File: src/rtl/draw_pkg.sv
// Shared entity field layout, drawer select codes and FSM encoding for the
// frame draw scheduler and its pixel mux.
package draw_pkg;

    localparam int ENTITY_SIZE    = 34;
    localparam int ALIVE_BIT      = 33;
    localparam int SPRITE_SEL_MSB = 32;
    localparam int SPRITE_SEL_LSB = 30;
    localparam int Y_MSB          = 25;
    localparam int Y_LSB          = 16;
    localparam int X_MSB          = 15;
    localparam int X_LSB          = 6;

    // One-hot drawer codes, same bit order as start/draw_done/d_plot.
    localparam logic [2:0] D_SHIP     = 3'b100;
    localparam logic [2:0] D_ASTEROID = 3'b010;
    localparam logic [2:0] D_SHOT     = 3'b001;

    localparam logic [2:0] S_IDLE  = 3'd0;
    localparam logic [2:0] S_LOAD  = 3'd1;
    localparam logic [2:0] S_ISSUE = 3'd2;
    localparam logic [2:0] S_WAIT  = 3'd3;
    localparam logic [2:0] S_NEXT  = 3'd4;

    // Slot 0 is the ship, then the asteroid slots, then the shot slots.
    function automatic logic [2:0] slot_type(input int slot, input int n_asteroids);
        if (slot == 0)
            return D_SHIP;
        else if (slot <= n_asteroids)
            return D_ASTEROID;
        else
            return D_SHOT;
    endfunction

endpackage

File: src/rtl/draw_pixel_mux.sv
// Registered 3:1 pixel mux from the sprite drawers to the single VGA write port,
// with black forced during erase and plot gated outside ISSUE/WAIT.
module draw_pixel_mux (
    input  logic        clk,
    input  logic        reset,
    input  logic [2:0]  sel,
    input  logic        erase,
    input  logic        enable,
    input  logic [29:0] d_x,
    input  logic [29:0] d_y,
    input  logic [8:0]  d_color,
    input  logic [2:0]  d_plot,
    output logic [9:0]  x,
    output logic [9:0]  y,
    output logic [2:0]  color,
    output logic        plot
);

    logic [9:0] pick_x;
    logic [9:0] pick_y;
    logic [2:0] pick_color;
    logic       pick_plot;

    always_comb begin
        // NOTE: every always_comb output gets a default first so no path can infer a latch.
        pick_x     = '0;
        pick_y     = '0;
        pick_color = '0;
        pick_plot  = 1'b0;
        if (sel[2]) begin
            pick_x     = d_x[29:20];
            pick_y     = d_y[29:20];
            pick_color = d_color[8:6];
            pick_plot  = d_plot[2];
        end else if (sel[1]) begin
            pick_x     = d_x[19:10];
            pick_y     = d_y[19:10];
            pick_color = d_color[5:3];
            pick_plot  = d_plot[1];
        end else if (sel[0]) begin
            pick_x     = d_x[9:0];
            pick_y     = d_y[9:0];
            pick_color = d_color[2:0];
            pick_plot  = d_plot[0];
        end
    end

    always_ff @(posedge clk or posedge reset) begin
        // NOTE: sequential state uses non-blocking assignments so all registers update together at the edge.
        if (reset) begin
            x     <= '0;
            y     <= '0;
            color <= '0;
            plot  <= 1'b0;
        end else begin
            x     <= pick_x;
            y     <= pick_y;
            color <= erase ? 3'b000 : pick_color;
            plot  <= enable & pick_plot;
        end
    end

endmodule

File: src/rtl/frame_draw_scheduler.sv
// Frame sequencer: snapshots the entity registers on a frame tick, then runs an
// erase pass over the previous snapshot and a draw pass over the new one.
module frame_draw_scheduler #(
    parameter int ENTITY_SIZE   = draw_pkg::ENTITY_SIZE,
    parameter int MAX_ASTEROIDS = 5,
    parameter int MAX_SHOTS     = 10,
    parameter int TIMEOUT       = 4095
) (
    input  logic                               clk,
    input  logic                               reset,
    input  logic                               frame_tick,
    input  logic [ENTITY_SIZE-1:0]             ship_reg,
    input  logic [MAX_ASTEROIDS*ENTITY_SIZE-1:0] asteroid_reg,
    input  logic [MAX_SHOTS*ENTITY_SIZE-1:0]   shot_reg,
    output logic [ENTITY_SIZE-1:0]             entity,
    output logic                               erase,
    output logic [2:0]                         start,
    input  logic [2:0]                         draw_done,
    input  logic [29:0]                        d_x,
    input  logic [29:0]                        d_y,
    input  logic [8:0]                         d_color,
    input  logic [2:0]                         d_plot,
    output logic [9:0]                         x,
    output logic [9:0]                         y,
    output logic [2:0]                         color,
    output logic                               plot,
    output logic                               busy,
    output logic                               frame_done,
    output logic                               overrun,
    output logic                               timeout
);
    import draw_pkg::*;

    localparam int              N       = 1 + MAX_ASTEROIDS + MAX_SHOTS;
    localparam int              IW      = $clog2(N);
    localparam logic [IW-1:0]   LAST    = IW'(N - 1);
    localparam logic [11:0]     TO_LAST = 12'(TIMEOUT - 1);

    logic [2:0]             state;
    logic                   phase_erase;
    logic [IW-1:0]          idx;
    logic [11:0]            wait_cnt;
    logic [ENTITY_SIZE-1:0] prev_snap [N];
    logic [ENTITY_SIZE-1:0] cur_snap  [N];

    logic [ENTITY_SIZE-1:0] slot_word;
    logic [2:0]             slot_code;
    logic                   live;
    logic                   active;
    logic                   done_hit;
    logic                   wait_expired;

    always_comb begin
        slot_word    = phase_erase ? prev_snap[idx] : cur_snap[idx];
        slot_code    = slot_type(int'(idx), MAX_ASTEROIDS);
        live         = slot_word[ALIVE_BIT];
        active       = (state == S_ISSUE) || (state == S_WAIT);
        done_hit     = |(draw_done & slot_code);
        wait_expired = (wait_cnt == TO_LAST);
    end

    assign busy       = (state != S_IDLE);
    assign erase      = phase_erase;
    assign entity     = active ? slot_word : '0;
    assign start      = (state == S_ISSUE && live) ? slot_code : 3'b000;
    assign frame_done = (state == S_NEXT) && !phase_erase && (idx == LAST);
    assign timeout    = (state == S_WAIT) && !done_hit && wait_expired;

    always_ff @(posedge clk or posedge reset) begin
        if (reset) begin
            state       <= S_IDLE;
            phase_erase <= 1'b0;
            idx         <= '0;
            wait_cnt    <= '0;
            overrun     <= 1'b0;
        end else begin
            // A tick outside IDLE is reported and dropped; the running frame carries on.
            overrun <= frame_tick && (state != S_IDLE);
            case (state)
                S_IDLE: if (frame_tick) state <= S_LOAD;
                S_LOAD: begin
                    phase_erase <= 1'b1;
                    idx         <= '0;
                    state       <= S_ISSUE;
                end
                S_ISSUE: begin
                    wait_cnt <= '0;
                    state    <= live ? S_WAIT : S_NEXT;
                end
                S_WAIT: begin
                    if (done_hit || wait_expired)
                        state <= S_NEXT;
                    else
                        wait_cnt <= wait_cnt + 12'd1;
                end
                S_NEXT: begin
                    if (idx != LAST) begin
                        idx   <= idx + IW'(1);
                        state <= S_ISSUE;
                    end else if (phase_erase) begin
                        phase_erase <= 1'b0;
                        idx         <= '0;
                        state       <= S_ISSUE;
                    end else begin
                        state <= S_IDLE;
                    end
                end
                default: state <= S_IDLE;
            endcase
        end
    end

    always_ff @(posedge clk or posedge reset) begin
        // NOTE: the snapshot arrays are cleared on reset so the first erase pass after reset draws nothing.
        if (reset) begin
            for (int i = 0; i < N; i++) begin
                prev_snap[i] <= '0;
                cur_snap[i]  <= '0;
            end
        end else if (state == S_LOAD) begin
            prev_snap   <= cur_snap;
            cur_snap[0] <= ship_reg;
            for (int i = 0; i < MAX_ASTEROIDS; i++)
                cur_snap[1 + i] <= asteroid_reg[i*ENTITY_SIZE +: ENTITY_SIZE];
            for (int i = 0; i < MAX_SHOTS; i++)
                cur_snap[1 + MAX_ASTEROIDS + i] <= shot_reg[i*ENTITY_SIZE +: ENTITY_SIZE];
        end
    end

    draw_pixel_mux u_pixel_mux (
        .clk     (clk),
        .reset   (reset),
        .sel     (slot_code),
        .erase   (phase_erase),
        .enable  (active),
        .d_x     (d_x),
        .d_y     (d_y),
        .d_color (d_color),
        .d_plot  (d_plot),
        .x       (x),
        .y       (y),
        .color   (color),
        .plot    (plot)
    );

endmodule

File: config.mk
export PLATFORM = sky130hd
export DESIGN_NAME = frame_draw_scheduler
export DESIGN_NICKNAME = d
export VERILOG_FILES = /design/src/rtl/draw_pkg.sv /design/src/rtl/draw_pixel_mux.sv /design/src/rtl/frame_draw_scheduler.sv
export SDC_FILE = /design/constraint.sdc
export NUM_CORES = 2
export LEC_CHECK = 0
export CAP_MARGIN = 5
export CORE_MARGIN = 2
export CORE_UTILIZATION = 55
export CTS_BUF_LIST = sky130_fd_sc_hd__clkbuf_16
export CTS_CLUSTER_DIAMETER = 150
export DETAILED_ROUTE_END_ITERATION = 12
export GPL_TIMING_DRIVEN = 0
export PLACE_DENSITY = 0.83
export SLEW_MARGIN = 25
export SYNTH_ARGS = -nofsm -noshare
export SYNTH_HDL_FRONTEND = slang
export SYNTH_SLANG_ARGS = --single-unit
File: constraint.sdc
create_clock -name clk -period 53.5 [get_ports clk]
set_input_delay 8.025 -clock clk [delete_from_list [all_inputs] [get_ports clk]]
set_output_delay 8.025 -clock clk [all_outputs]
set_load 0.005 [all_outputs]
==> results.cfg <==
[yosys]
netlist_area_um2 = 51000
ys_seq_area_share_pct = 55.6
synth_top_family_by_area = multiplexers
synth-xor-area-share_pct = 0.155
postSynthCellCount = 3068
yosys_warnings = 0
synth_simple_gate_area_share_pct = 0.822
synth_top_area_share_pct = 55.6
synth_edf_count = 0
synth_fa_ha_area_share_pct = 0.123
postSynthAreaPerCell_um2 = 16.6
synthMuxAreaShare_pct = 39.0
synth_fp_nets = 3695
synth_top_area_cell = dfrtp_1
synth_cell_type_count = 44
ys_dominant_reg_cell = dfrtp_1
ys_seq_elements = 1133
synth_area_leaders = dfrtp_1, mux2_2, mux4_2, buf_2, inv_1
synth-compound-area-share_pct = 1.25
async_flop_share_pct = 100

[final_layout]
drive_gt1_share_pct = 44.4
final_cell_mix = dfrtp_1, mux2_2, clkdlybuf4s50_1
area_growth_pct = 24.3
nets = 4512
final_common_cell = dfrtp_1
final_area_um2 = 63300

[global_route]
grt_first_pass_wirelength_um = 243000
antenna_found_initial = 16
grt_usage_pct = 36.3
grt_overflow_total = 0
grt_start_max_net_pins = 101
first_global_vias = 35100

[die]
start_util_pct = 55.5
die_area_um2 = 95100
num_rows = 111
fp.dieH_um = 308
core_area_um2 = 91800
io_pins = 688
die_x_um = 308

[clock_network]
root_buffer = clkbuf_16
cts_tree = yes
hold_buffers = 0
cts.clk_slew.worst_paths_ps = 60
clockBufferDepth = 3
clk_latency_ps = 720
cts.sinks = 1133
post_cts_resized = 0
post_cts_buffers = 0
cts-htree-levels = 3
cts_made_buffers = 115

[placement]
gp_congestion = 0.885
port_buffers = 687
pre_cts_ws_ps = 35590
place_hpwl_um = 124000
place_area_um2 = 59700

[sta]
worst_clock_skew_ps = 28.5
max_freq_mhz = 55.8
tns_ps = 0
min_period_ps = 17920
setup_viol = 0
rsz0062_at_grt = false
fin_ws_ps = 35580
slew_headroom_pct = 26.6
finalCritPeriodShare_pct = 33.5
worst-slew-pin-transition_ps = 1100
hold_violations = 0
maxSlewViolCount = 0
hold_ws_ps = 492

[critical_path]
critPathRequiredTime_ps = 45470
start_kind = input pin
crit_slowest_cell = clkdlybuf4s50_1
crit_top_cell = clkdlybuf4s50_1
cp.arrival_ps = 9900
crit_type = input pin to output pin
cp_slowest_stage_delay_ps = 550
crit_chain = clkdlybuf4s50_1 -> a21bo_2 -> a211oi_2 -> o221ai_2 -> nor2b_1 -> clkdlybuf4s50_1
crit_buf_inv = 2
end_kind = output pin
critPathMaxFanout = 10
cpLargestDelayFamily = buffers and inverters

[routing]
wl_per_cell_um = 32.6
dr.pass1.iters = 7
wirelength_um = 170000
via_per_inst = 6.33
drt_iter0_markers = 3298
antenna_violating_nets_post_route = 0
route.vias.total = 33100
drc = 0

[status]
status = finished clean

[flow_run]
cap_viol_max_count = 0

[power_and_ir_drop]
leakage_nw = 26.0
p_per_area_nw_per_um2 = 64.3
vdd_drop_max_mv = 0.0321

[worst_hold_path]
min_path_type = flop to flop
==> registers in the layout, summed over array words and instances, names as in the netlist <==
register,cells
idx,4
wait_cnt,12
cur_snap,544
overrun,1
u_pixel_mux.color,3
u_pixel_mux.y,10
prev_snap,544
erase,1
state,3
u_pixel_mux.x,10
u_pixel_mux.plot,1
==> worst register-to-register path: stages, from the launching register on <==
cell	delay [ps]
dfrtp_1	590
buf_2	270
buf_6	240
buf_6	240
buf_2	440
inv_1	110
ha_1	220
clkbuf_1	160
o21ai_1	650
a21oi_1	340
clkbuf_1	310
a222oi_1	480
inv_1	90
==> layout make-up <==
type | instances | area, um2
clock inverters | 91 | 629
well taps | 1243 | 1560
inverters | 98 | 375
fillers | 6174 | 28500
flip-flops and latches | 1133 | 28400
plain buffers | 215 | 1180
multi-input cells | 1622 | 21100
clock buffers | 117 | 2930
repair buffers | 700 | 7220
diodes | 7 | 17.5
==> final timing paths <==
check	slack (ps)	cells past startpoint	to	start
setup reg to reg	49240	12	u_pixel_mux.x[8]	idx[0]
min in group asynchronous	7730	2	u_pixel_mux.y[2]	reset
hold reg to reg	490	1	wait_cnt[10]	wait_cnt[10]
hold / removal	490	1	wait_cnt[10]	wait_cnt[10]
max in group asynchronous	43540	6	cur_snap[19]	reset
setup / recovery	35580	6	timeout	draw_done[0]
==> through the flow <==
step                cells  util, %  power (W)
CTS                  5218     69.0    0.00406
global placement     4998     64.7    0.00321
global route         5223     69.0    0.00424
finish               5226     69.0    0.00407
detailed placement   5010     65.1    0.00327
floorplan            3068        -    0.00269
==> where the power goes <==
part / switching (W) / internal (W)
logic: 0.000732 / 0.000963
registers: 0.000297 / 0.00130
clock network: 0.000345 / 0.000432
==> Yosys cell counts, types with 4 or more instances <==
library cell  instances
a222oi_1             24
a22oi_1               4
buf_1                 4
buf_2               135
buf_6                25
clkbuf_1             51
clkinv_1              9
dfrtp_1            1133
ha_1                  5
inv_1                84
inv_2                 5
mux2_2             1089
mux2i_1              19
mux4_2              330
nand2_1              17
nand2b_1              4
nand3_1              16
nor2_1               26
nor2b_1               5
nor4_1                5
o21ai_1               4
o22ai_1              33
xnor2_1               8
==> metal layers <==
| metal | global-route usage [%] | vias up | routed length [um] |
|---|---|---|---|
| met4 | 17.4 | 14 | 9310 |
| met5 | 0 | - | 92 |
| met3 | 7.70 | 424 | 14400 |
| met2 | 57.7 | 1778 | 81400 |
| li1 | - | 13200 | - |
| met1 | 48.0 | 17700 | 64900 |
==> logic make-up after synthesis <==
family,after synthesis
mux,1438
flops,1133
buf+inv,313
simple gates,86
compound gates,84
xor+xnor,9
fa+ha+maj,5
Note: power is estimated with default switching activity, not from simulation.
